`config.mk`:
```
export PLATFORM = sky130hd
export DESIGN_NAME = vfifo_dpram_port_arbiter
export DESIGN_NICKNAME = d
export VERILOG_FILES = /design/src/rtl/vfifo_dpram_port_arbiter.sv
export SDC_FILE = /design/constraint.sdc
export NUM_CORES = 1
export LEC_CHECK = 0
export CORE_MARGIN = 4
export CORE_UTILIZATION = 35
export DETAILED_ROUTE_END_ITERATION = 6
export PLACE_DENSITY = 0.79
export SLEW_MARGIN = 20
export SYNTH_ARGS = -nofsm -noshare
export SYNTH_HDL_FRONTEND = slang
export SYNTH_SLANG_ARGS = --single-unit
```
`constraint.sdc`:
```
create_clock -name clk -period 1.9 [get_ports clk]
set_input_delay 0.19 -clock clk [delete_from_list [all_inputs] [get_ports clk]]
set_output_delay 0.19 -clock clk [all_outputs]
set_load 0.02 [all_outputs]
```
`src/rtl/vfifo_dpram_port_arbiter.sv`:
```
// Round-robin arbiter that shares one port of the dual-port FIFO RAM among N_REQ requesters.
// It registers the winning command onto the RAM port and routes read data back with a per-requester valid.
module vfifo_dpram_port_arbiter #(
    parameter int DATA_WIDTH = 8,
    parameter int ADDR_WIDTH = 9,
    parameter int N_REQ      = 4
) (
    input  logic                          clk,
    input  logic                          rst_n,
    input  logic                          en,
    input  logic [N_REQ-1:0]              req,
    input  logic [N_REQ-1:0]              req_we,
    input  logic [N_REQ*ADDR_WIDTH-1:0]   req_adr,
    input  logic [N_REQ*DATA_WIDTH-1:0]   req_d,
    output logic [N_REQ-1:0]              ack,
    output logic [N_REQ-1:0]              rd_valid,
    output logic [DATA_WIDTH-1:0]         rd_data,
    output logic [ADDR_WIDTH-1:0]         ram_adr,
    output logic [DATA_WIDTH-1:0]         ram_d,
    output logic                          ram_we,
    input  logic [DATA_WIDTH-1:0]         ram_q,
    output logic                          busy
);

    localparam int IDW = $clog2(N_REQ);

    logic [IDW-1:0]        ptr;
    logic [IDW-1:0]        grant_id;
    logic                  grant;
    logic [ADDR_WIDTH-1:0] adr_arr [N_REQ];
    logic [DATA_WIDTH-1:0] d_arr   [N_REQ];
    logic                  s1_valid;
    logic                  s2_valid;
    logic [IDW-1:0]        s1_id;
    logic [IDW-1:0]        s2_id;

    for (genvar g = 0; g < N_REQ; g++) begin : g_unpack
        assign adr_arr[g] = req_adr[g*ADDR_WIDTH +: ADDR_WIDTH];
        assign d_arr[g]   = req_d[g*DATA_WIDTH +: DATA_WIDTH];
    end

    // Search starts just after the last winner, so the previous grantee has lowest priority.
    always_comb begin
        int idx;
        ack      = '0;
        grant    = 1'b0;
        grant_id = '0;
        idx      = 0;
        if (rst_n && en) begin
            for (int k = 1; k <= N_REQ; k++) begin
                idx = int'(ptr) + k;
                if (idx >= N_REQ) idx = idx - N_REQ;
                if (!grant && req[idx]) begin
                    grant    = 1'b1;
                    grant_id = IDW'(idx);
                end
            end
            if (grant) ack[grant_id] = 1'b1;
        end
    end

    // Command register plus a two-stage {valid,id} tag that tracks the RAM's one-cycle read latency.
    always_ff @(posedge clk) begin
        if (!rst_n) begin
            ptr      <= IDW'(N_REQ - 1);
            ram_we   <= 1'b0;
            ram_adr  <= '0;
            ram_d    <= '0;
            s1_valid <= 1'b0;
            s1_id    <= '0;
            s2_valid <= 1'b0;
            s2_id    <= '0;
        end else begin
            ram_we   <= grant & req_we[grant_id];
            s1_valid <= grant & ~req_we[grant_id];
            s1_id    <= grant_id;
            s2_valid <= s1_valid;
            s2_id    <= s1_id;
            if (grant) begin
                ptr     <= grant_id;
                ram_adr <= adr_arr[grant_id];
                ram_d   <= d_arr[grant_id];
            end
        end
    end

    always_comb begin
        rd_valid = '0;
        if (s2_valid) rd_valid[s2_id] = 1'b1;
    end

    assign rd_data = ram_q;
    assign busy    = s1_valid | s2_valid;

endmodule

```
==> flow_metrics.tcl, run 1 <==
set metrics [dict create \
    fp.dieH_um 78.97 \
    timing.clock.skew_ns 0.002330 \
    clock_tree.buffer_depth 2 \
    antenna_left 0 \
    syn_inst 236 \
    netSwitchingPower_w 0.0005660 \
    synth_nets 323 \
    cp_cell_sequence "clkdlybuf4s50_1 > or4_4 > and3_4 > and3_1 > buf_2" \
    clock_period_minus_worst_slack_ns 1.873 \
    endpoint_kind "output port" \
    sw_frac_of_total 0.3014 \
    timing.reg2reg.setup_slack_ns 0.20 \
    final_core_util 0.6492 \
    grt_remaining_overflow 0 \
    worstSetupStartpointType "input port" \
    min-delay-path-class "input port to output port" \
    grt_setup_unrepaired "no" \
    dpl.cell_count 412 \
    hold_buffers 0 \
    grt_use_total 0.1883 \
    fillCellCount 437 \
    tritoncts "yes" \
    post_dp_cell_area_um2 2979 \
    detailed_place_hpwl_mm 4.613 \
    timing.critical_path.fanout_max 3 \
    final-instance-count-excl-fill 419 \
    floorplan.core_area_um2 4786 \
    critPathMaxStageDelay_ns 0.51 \
    firstDrtPassIters 4 \
    seqPwrFrac 0.336 \
    run_status "completed" \
    postSynthAreaPerCell_um2 7.470 \
    cts-buffers-inserted 3 \
    finalHoldViolCount 0 \
    die_width_um 78.97 \
    htree_levels 1 \
    initialDrtViolationCount 109 \
    crit_slowest_cell "sky130_fd_sc_hd__or4_4" \
    drc 0 \
    cp_data_required_time_ns 1.71 \
    number_of_distinct_library_cells_after_synthesis 35 \
    setup-violations-final 0 \
    leakage_nw 1.343 \
    post-route-cell-area_um2 3107 \
    synth_async_sr_flop_share 0 \
    share_of_final_layout_standard_cells_stronger_than_drive_strength_1 0.1534 \
    clock_sinks 26 \
    max_freq_ghz 0.5339 \
    grt_pass1_vias 2073 \
    most_frequent_cells_in_the_layout "sky130_fd_sc_hd__clkdlybuf4s50_1, sky130_fd_sc_hd__nand2_1, sky130_fd_sc_hd__buf_4, sky130_fd_sc_hd__dfxtp_1" \
    class_of_the_most_critical_setup_path "input port to output port" \
    vias_per_cell 5.043 \
    yosys_register_bits 26 \
    cap_violations 0 \
    antennaDiodeCount 0 \
    via_count 2113 \
    peakVddDrop_v 0.0003642 \
    design.die.area_um2 6236 \
    synthesis.yosys.warnings 0 \
    power_frac_comb 0.416 \
    num_io_pins 122 \
    synth_top_flop_cell "sky130_fd_sc_hd__dfxtp_1" \
    area_growth_pct 76.22 \
    netlist_area_um2 1763 \
    ys_seq_area_frac 0.2952 \
    number_of_antenna_violations_at_the_first_check_in_global_routing 0 \
    worst-slew-pin-transition_ns 0.3384 \
    routedWlPerCell_um 14.59 \
    post-route-period-util 0.9859 \
    worstSkewPairLatency_ns 0.27 \
    critPathArrivalTime_ns 1.68 \
    numPortBuffers 105 \
    maxSlewHeadroom 0.7744 \
    clock-root-buffer "sky130_fd_sc_hd__clkbuf_8" \
    most_common_library_cell_in_the_layout_ignoring_fill_and_taps "sky130_fd_sc_hd__clkdlybuf4s50_1" \
    final_net_count 440 \
    floorplan.initialDensity 0.3684 \
    power-per-cell-area_nw_per_um2 604.5 \
    synth_edf_count 0 \
    finalWirelength_mm 6.115 \
    wire_length_of_the_first_global_routing_pass_mm 9.453 \
    power.clock.fraction 0.248 \
    timing_max_transition_violations_final 0 \
    maximum_number_of_pins_on_one_net_before_global_route_repair 21 \
    internal_power_w 0.001312 \
    std_cell_rows 25 \
    place_congestion 0.8042 \
]
-- area by class of cell --
type,instances,area (µm²),share of cell area
clock buffers,3,41.29,0.01329
inverters,18,67.56,0.02175
clock inverters,1,30.03,0.009666
multi-input cells,167,1050,0.3379
repair buffers,137,1313,0.4225
flip-flops and latches,26,521.8,0.1679
well taps,67,83.83,0.02698
-- cells by family after synthesis --
logic type,count (synthesis),synth area share
AND/OR/NAND/NOR,71,0.2044
AO/OA/AOI/OAI,79,0.2711
buffers and inverters,43,0.1327
multiplexers,17,0.09652
flip-flops,26,0.2952
-- worst max-delay path, delay by kind of cell --
family / cells / cell delay (ns)
simple gates: 3 / 0.92
buf+inv: 2 / 0.58
-- metal layers --
| metal | vias up | global-route usage | wire [µm] |
|---|---|---|---|
| li1 | 1059 | - | - |
| met1 | 963 | 0.2197 | 2496 |
| met2 | 85 | 0.3367 | 3080 |
| met3 | 6 | 0.04308 | 491 |
| met4 | 0 | 0.06357 | 46 |
| met5 | - | 0 | 0 |
-- Yosys cell counts (2+ instances only) --
cell,instances,area (µm²)
sky130_fd_sc_hd__a21o_1,2,15.01
sky130_fd_sc_hd__a21oi_1,19,95.09
sky130_fd_sc_hd__a31oi_1,17,106.4
sky130_fd_sc_hd__and2_1,3,18.77
sky130_fd_sc_hd__and3_1,4,25.02
sky130_fd_sc_hd__buf_2,4,20.02
sky130_fd_sc_hd__buf_4,9,67.56
sky130_fd_sc_hd__buf_6,3,33.78
sky130_fd_sc_hd__clkbuf_1,7,26.28
sky130_fd_sc_hd__dfxtp_1,26,520.5
sky130_fd_sc_hd__inv_1,18,67.56
sky130_fd_sc_hd__mux2i_1,17,170.2
sky130_fd_sc_hd__nand2_1,36,135.1
sky130_fd_sc_hd__nand2b_1,5,31.28
sky130_fd_sc_hd__nand3_1,8,40.04
sky130_fd_sc_hd__nor2_1,3,11.26
sky130_fd_sc_hd__nor3_1,2,10.01
sky130_fd_sc_hd__nor3b_1,2,15.01
sky130_fd_sc_hd__o211ai_1,17,127.6
sky130_fd_sc_hd__o21ai_0,19,95.09
-- metrics by stage --
step                hold WS (ns)  setup TNS (ns)  power (W)  setup slack [ns]
floorplan                 0.3117               0   0.001039            0.1292
global placement          0.3801          -10.10   0.001392           -0.4921
detailed placement        0.3801          -10.84   0.001402           -0.5172
CTS                       0.3801        -0.06787   0.001871          -0.05164
global route              0.3800               0   0.001968           0.01353
finish                    0.3800               0   0.001878           0.02687
-- registers in the layout (all words and copies together) (netlist names) --
signal / cells
ram_adr: 9
ram_d: 8
ptr: 2
s1_id: 2
s2_id: 2
ram_we: 1
s1_valid: 1
s2_valid: 1
-- power by group through the flow --
stage                     Sequential [W]  Clock [W]  Combinational [W]
after detailed placement        0.000642          0           0.000760
after floorplan                 0.000693          0           0.000346
final                           0.000631   0.000466           0.000781
after global routing            0.000639   0.000489           0.000839
after global placement          0.000640          0           0.000752
after CTS                       0.000630   0.000475           0.000766
-- worst paths after layout --
kind	from	to	cells after the start
min	ram_q[5]	rd_data[5]	0
max	req[3]	ack[1]	5
min reg2reg	s1_id[1]	s2_id[1]	1
max reg2reg	ptr[0]	ram_adr[0]	6
-- what timing repair did --
action	CTS	global route
hold endpoints to repair	0	0
setup buffers	0	3
endpoints found under the setup margin	21	21
resized for setup	22	9
pin swaps	0	4
Power figures use the tool's default switching activity.
==> run 2: changes to the inputs <==
--- a/config.mk
+++ b/config.mk
@@ -5,10 +5,12 @@
 export SDC_FILE = /design/constraint.sdc
 export NUM_CORES = 1
 export LEC_CHECK = 0
+export CELL_PAD_IN_SITES_DETAIL_PLACEMENT = 2
+export CELL_PAD_IN_SITES_GLOBAL_PLACEMENT = 2
 export CORE_MARGIN = 4
-export CORE_UTILIZATION = 35
+export CORE_UTILIZATION = 17
 export DETAILED_ROUTE_END_ITERATION = 6
-export PLACE_DENSITY = 0.79
+export PLACE_DENSITY = 0.78
 export SLEW_MARGIN = 20
 export SYNTH_ARGS = -nofsm -noshare
 export SYNTH_HDL_FRONTEND = slang
==> flow_metrics.tcl, run 2 (synthesis gave the netlist of run 1 again) <==
set metrics [dict create \
    num_io_pins 122 \
    run_status "completed" \
    maximum_number_of_pins_on_one_net_before_global_route_repair 35 \
    grt_remaining_overflow 0 \
    via_count 2208 \
    vias_per_cell 4.562 \
    reg.largest.list "ram_adr x9, ram_d x8" \
    cts-buffers-inserted 3 \
    initialDrtViolationCount 63 \
    largest_register "ram_adr" \
    fp.dieH_um 109.8 \
    setup_tns_final_ns 0 \
    clock_period_minus_worst_slack_ns 1.830 \
    detailed_place_hpwl_mm 6.680 \
    hold_buffers 0 \
    timing_max_transition_violations_final 0 \
    place_congestion 0.7852 \
    most_frequent_cells_in_the_layout "sky130_fd_sc_hd__clkdlybuf4s50_1, sky130_fd_sc_hd__nand2_1, sky130_fd_sc_hd__buf_4, sky130_fd_sc_hd__dfxtp_1, sky130_fd_sc_hd__a21oi_1" \
    crit_buf_inv 1 \
    maxSlewHeadroom 0.7523 \
    crit_slowest_cell "sky130_fd_sc_hd__or3b_4" \
    grt_pass1_vias 2521 \
    wire_length_of_the_first_global_routing_pass_mm 13.28 \
    crit_family "simple AND/OR/NAND/NOR gates" \
    min_from "ram_q[4]" \
    worstRegToRegCells 6 \
    peakVddDrop_v 0.0001753 \
    area_growth_pct 83.11 \
    htree_levels 1 \
    grt_use_total 0.1435 \
    holdPathEnd "rd_data[4]" \
    floorplan.initialDensity 0.1771 \
    critPathMaxStageDelay_ns 0.42 \
    std_cell_rows 36 \
    grt_setup_unrepaired "yes" \
    class_of_the_most_critical_setup_path "flip-flop to output port" \
    cp_cell_sequence "or3b_4 > and3_4 > nor3_4 > buf_6" \
    post-route-period-util 0.9629 \
    finalHoldViolCount 0 \
    min-delay-path-class "input port to output port" \
    clock_sinks 26 \
    critical_path.reg2reg.endpoint "ram_d[7]" \
    worstSetupStartpointType "flip-flop" \
    tritoncts "yes" \
    max_freq_ghz 0.5466 \
    post_dp_cell_area_um2 3047 \
    clock_tree.buffer_depth 2 \
    critPathArrivalTime_ns 1.64 \
    antenna_left 0 \
    final.hold.worst_slack_ns 0.3800 \
    floorplan.core_area_um2 9955 \
    number_of_antenna_violations_at_the_first_check_in_global_routing 0 \
    placement.setup.worst_slack_ns -0.7864 \
    number_of_flip_flops_in_the_largest_register 9 \
    power-per-cell-area_nw_per_um2 600.7 \
    worst-slew-pin-transition_ns 0.3716 \
    die_width_um 109.8 \
    fillCellCount 1136 \
    antennaDiodeCount 0 \
    post-route-cell-area_um2 3228 \
    cp_data_required_time_ns 1.71 \
    endpoint_kind "output port" \
    routedWlPerCell_um 18.10 \
    final_critical_path_setup_slack_ns 0.07050 \
    finalWirelength_mm 8.762 \
    leakage_nw 1.362 \
    multiInputGateArea_um2 1095 \
    worstSkewPairLatency_ns 0.27 \
    design.die.area_um2 12060 \
    firstDrtPassIters 4 \
    share_of_final_layout_standard_cells_stronger_than_drive_strength_1 0.1652 \
    most_common_library_cell_in_the_layout_ignoring_fill_and_taps "sky130_fd_sc_hd__clkdlybuf4s50_1" \
    cap_violations 0 \
    min_delay_path_depth 0 \
    timing.reg2reg.setup_slack_ns 0.13 \
    clkTransAtPathRegs_ns 0.10 \
    drc 0 \
    clock-root-buffer "sky130_fd_sc_hd__clkbuf_8" \
    post-layout-total-power_w 0.001939 \
    setup-violations-final 0 \
    area.sequential_um2 523.0 \
    numPortBuffers 105 \
    final_net_count 439 \
    worst_r2r_startpoint "ptr[0]" \
    timing.clock.skew_ns 0.006686 \
    timing.critical_path.fanout_max 4 \
]
## run 2: changes by cell type in the layout (fill, tap and decap cells not counted), moves of 2 or more
| cell | change |
|---|---|
| sky130_fd_sc_hd__nand2b_1 | -2 |
| sky130_fd_sc_hd__nand2b_4 | +2 |
| sky130_fd_sc_hd__nand3_2 | -2 |
| sky130_fd_sc_hd__nand3_4 | +2 |
## run 2: final cells by class
class | count | share of cell area
inverters | 18 | 0.02093
clock buffers | 3 | 0.01279
flip-flops and latches | 26 | 0.1620
repair buffers | 136 | 0.4043
multi-input cells | 167 | 0.3391
clock inverters | 1 | 0.009302
well taps | 133 | 0.05155
## run 2: worst max-delay path by stage
stage / from / endpoint / slack [ns] / cells past startpoint
floorplan: ptr[0] / ack[3] / 0.13 / 6
global placement: req[1] / ram_d[1] / -0.55 / 8
detailed placement: req[3] / ram_d[7] / -0.79 / 7
CTS: req[2] / ack[3] / 0.02 / 5
global route: ptr[0] / ack[3] / -0.01 / 5
finish: ptr[0] / ack[3] / 0.07 / 4
## run 2: power breakdown
part / switching [W] / internal [W]
registers: 0.0000318 / 0.000601
logic: 0.000398 / 0.000431
clock network: 0.000196 / 0.000282
## run 2: repair_timing
item,4_1_cts,5_1_grt
pin swaps,3,1
buffers inserted,4,0
gates cloned,0,0
resized for setup,32,14
endpoints found under the setup margin,22,4
endpoints found under the hold margin,0,0
## run 2: per-layer routing
layer / vias to the layer above / wire, µm / global-route usage
li1: 1054 / - / -
met1: 1072 / 3403 / 0.1530
met2: 66 / 4727 / 0.2838
met5: - / 0 / 0
met4: 0 / 194 / 0.04809
met3: 16 / 436 / 0.01938
## run 2: metrics by stage
step,util,instances
after floorplan,-,236
after global placement,0.3061,476
after detailed placement,0.3061,476
after CTS,0.3200,484
after global routing,0.3243,484
final,0.3243,484
==> run 3: changes to the inputs <==
--- a/config.mk
+++ b/config.mk
@@ -9,8 +9,10 @@
 export CELL_PAD_IN_SITES_GLOBAL_PLACEMENT = 2
 export CORE_MARGIN = 4
 export CORE_UTILIZATION = 17
+export CTS_BUF_LIST = sky130_fd_sc_hd__clkbuf_16
 export DETAILED_ROUTE_END_ITERATION = 6
 export PLACE_DENSITY = 0.78
+export SETUP_SLACK_MARGIN = 0.2
 export SLEW_MARGIN = 20
 export SYNTH_ARGS = -nofsm -noshare
 export SYNTH_HDL_FRONTEND = slang
==> flow_metrics.tcl, run 3 (synthesis gave the netlist of run 1 again) <==
set metrics [dict create \
    cp_cell_sequence "or3b_4 > and3_4 > nor3_4 > buf_6" \
    number_of_antenna_violations_at_the_first_check_in_global_routing 0 \
    cp_data_required_time_ns 1.71 \
    grt_remaining_overflow 0 \
    endpoint_kind "output port" \
    htree_levels 1 \
    worstSkewPairLatency_ns 0.26 \
    largest_register "ram_adr" \
    worst-slew-pin-transition_ns 0.4345 \
    min-delay-path-class "input port to output port" \
    run_status "completed" \
    floorplan.core_area_um2 9955 \
    floorplan.initialDensity 0.1771 \
    class_of_the_most_critical_setup_path "flip-flop to output port" \
    area.sequential_um2 525.5 \
    power-per-cell-area_nw_per_um2 644.0 \
    fp.dieH_um 109.8 \
    die_width_um 109.8 \
    drc 0 \
    area_growth_pct 85.88 \
    timing_max_transition_violations_final 0 \
    finalHoldViolCount 0 \
    firstDrtPassIters 4 \
    post-route-period-util 0.9024 \
    share_of_final_layout_standard_cells_stronger_than_drive_strength_1 0.1691 \
    clock_tree.buffer_depth 2 \
    std_cell_rows 36 \
    number_of_flip_flops_in_the_largest_register 9 \
    clock-root-buffer "sky130_fd_sc_hd__clkbuf_16" \
    most_frequent_cells_in_the_layout "sky130_fd_sc_hd__clkdlybuf4s50_1, sky130_fd_sc_hd__nand2_1, sky130_fd_sc_hd__dfxtp_1, sky130_fd_sc_hd__buf_4, sky130_fd_sc_hd__a21oi_1" \
    initialDrtViolationCount 66 \
    clkTransAtPathRegs_ns 0.07 \
    setup-violations-final 0 \
    max_freq_ghz 0.5833 \
    place_congestion 0.8406 \
    grt_use_total 0.1441 \
    timing.critical_path.fanout_max 4 \
    reg.largest.list "ram_adr x9, ram_d x8" \
    clock_sinks 26 \
    finalWirelength_mm 8.573 \
    vias_per_cell 4.535 \
    critPathArrivalTime_ns 1.52 \
    num_io_pins 122 \
    numPortBuffers 105 \
    crit_buf_inv 1 \
    crit_family "simple AND/OR/NAND/NOR gates" \
    grt_pass1_vias 2467 \
    cap_violations 0 \
    most_common_library_cell_in_the_layout_ignoring_fill_and_taps "sky130_fd_sc_hd__clkdlybuf4s50_1" \
    final.hold.worst_slack_ns 0.3800 \
    final_core_util 0.3292 \
    critPathMaxStageDelay_ns 0.40 \
    crit_slowest_cell "sky130_fd_sc_hd__or3b_4" \
    antenna_left 0 \
    design.die.area_um2 12060 \
    clock_period_minus_worst_slack_ns 1.715 \
    fillCellCount 1125 \
    worstSetupStartpointType "flip-flop" \
    peakVddDrop_v 0.0003003 \
    final_net_count 437 \
    wire_length_of_the_first_global_routing_pass_mm 13.41 \
    routedWlPerCell_um 17.79 \
    cts-buffers-inserted 3 \
    multiInputGateArea_um2 1094 \
    grt_setup_unrepaired "yes" \
    detailed_place_hpwl_mm 6.502 \
    via_count 2186 \
    timing.clock.skew_ns 0.003163 \
    maxSlewHeadroom 0.7103 \
    leakage_nw 1.388 \
    antennaDiodeCount 0 \
    maximum_number_of_pins_on_one_net_before_global_route_repair 35 \
    tritoncts "yes" \
]
-- run 3: cell count changes in the layout (fill, tap and decap cells not counted), moves of 2 or more --
cell and change:
sky130_fd_sc_hd__buf_4 -4, sky130_fd_sc_hd__buf_12 +2, sky130_fd_sc_hd__clkbuf_16 +3, sky130_fd_sc_hd__buf_6 +2, sky130_fd_sc_hd__clkbuf_8 -3
-- run 3: report_power, final --
part | total (W) | switching [W] | internal, W
logic | 0.000846 | 0.000399 | 0.000447
clock network | 0.000630 | 0.000210 | 0.000420
registers | 0.000634 | 0.0000330 | 0.000601
-- run 3: path summary, 6_finish.rpt --
check                 from    endpoint  slack, ns  depth (start not counted)
setup reg to reg    ptr[0]  ram_adr[7]       0.23                          6
setup / recovery    ptr[0]      ack[3]       0.19                          4
hold / removal    ram_q[4]  rd_data[4]       0.38                          0
hold reg to reg   s1_id[0]    s2_id[0]       0.45                          1
-- run 3: area by class of cell --
type	count	share of cell area
clock buffer	3	0.02291
clock inverter	1	0.009164
inverter	18	0.02062
multi-input combinational	167	0.3337
sequential	26	0.1604
tap	133	0.05078
timing repair buffer	134	0.4024
-- run 3: metrics by stage --
stage	cells	setup TNS (ns)	instance area [µm²]	worst slack (ns)	power (W)
final	482	0	3277	0.1855	0.002110
after global routing	482	0	3277	0.1290	0.002225
after CTS	481	0	3259	0.1683	0.002132
after detailed placement	473	-16.76	3043	-0.8920	0.001445
after global placement	473	-12.21	3043	-0.5856	0.001417
after floorplan	236	0	1774	0.2002	0.001042
-- run 3: worst register-to-register path, stage by stage, from the launching register on --
cell	delay, ns
sky130_fd_sc_hd__dfxtp_4	0.37
sky130_fd_sc_hd__or3b_4	0.40
sky130_fd_sc_hd__buf_4	0.26
sky130_fd_sc_hd__nand2_1	0.14
sky130_fd_sc_hd__a21oi_1	0.06
sky130_fd_sc_hd__o21ai_0	0.21
sky130_fd_sc_hd__o211ai_1	0.11
-- run 3: timing repair --
item	CTS	global route
buffers inserted	4	1
gates resized for setup	47	9
pin swaps	6	3
hold buffers	0	0
endpoints found under the setup margin	26	23
-- run 3: layer usage --
metal  wire length [µm]  GRT usage
met4                106    0.03562
met2               4724     0.2803
met1               3345     0.1633
met3                398    0.01820
met5                  0          0
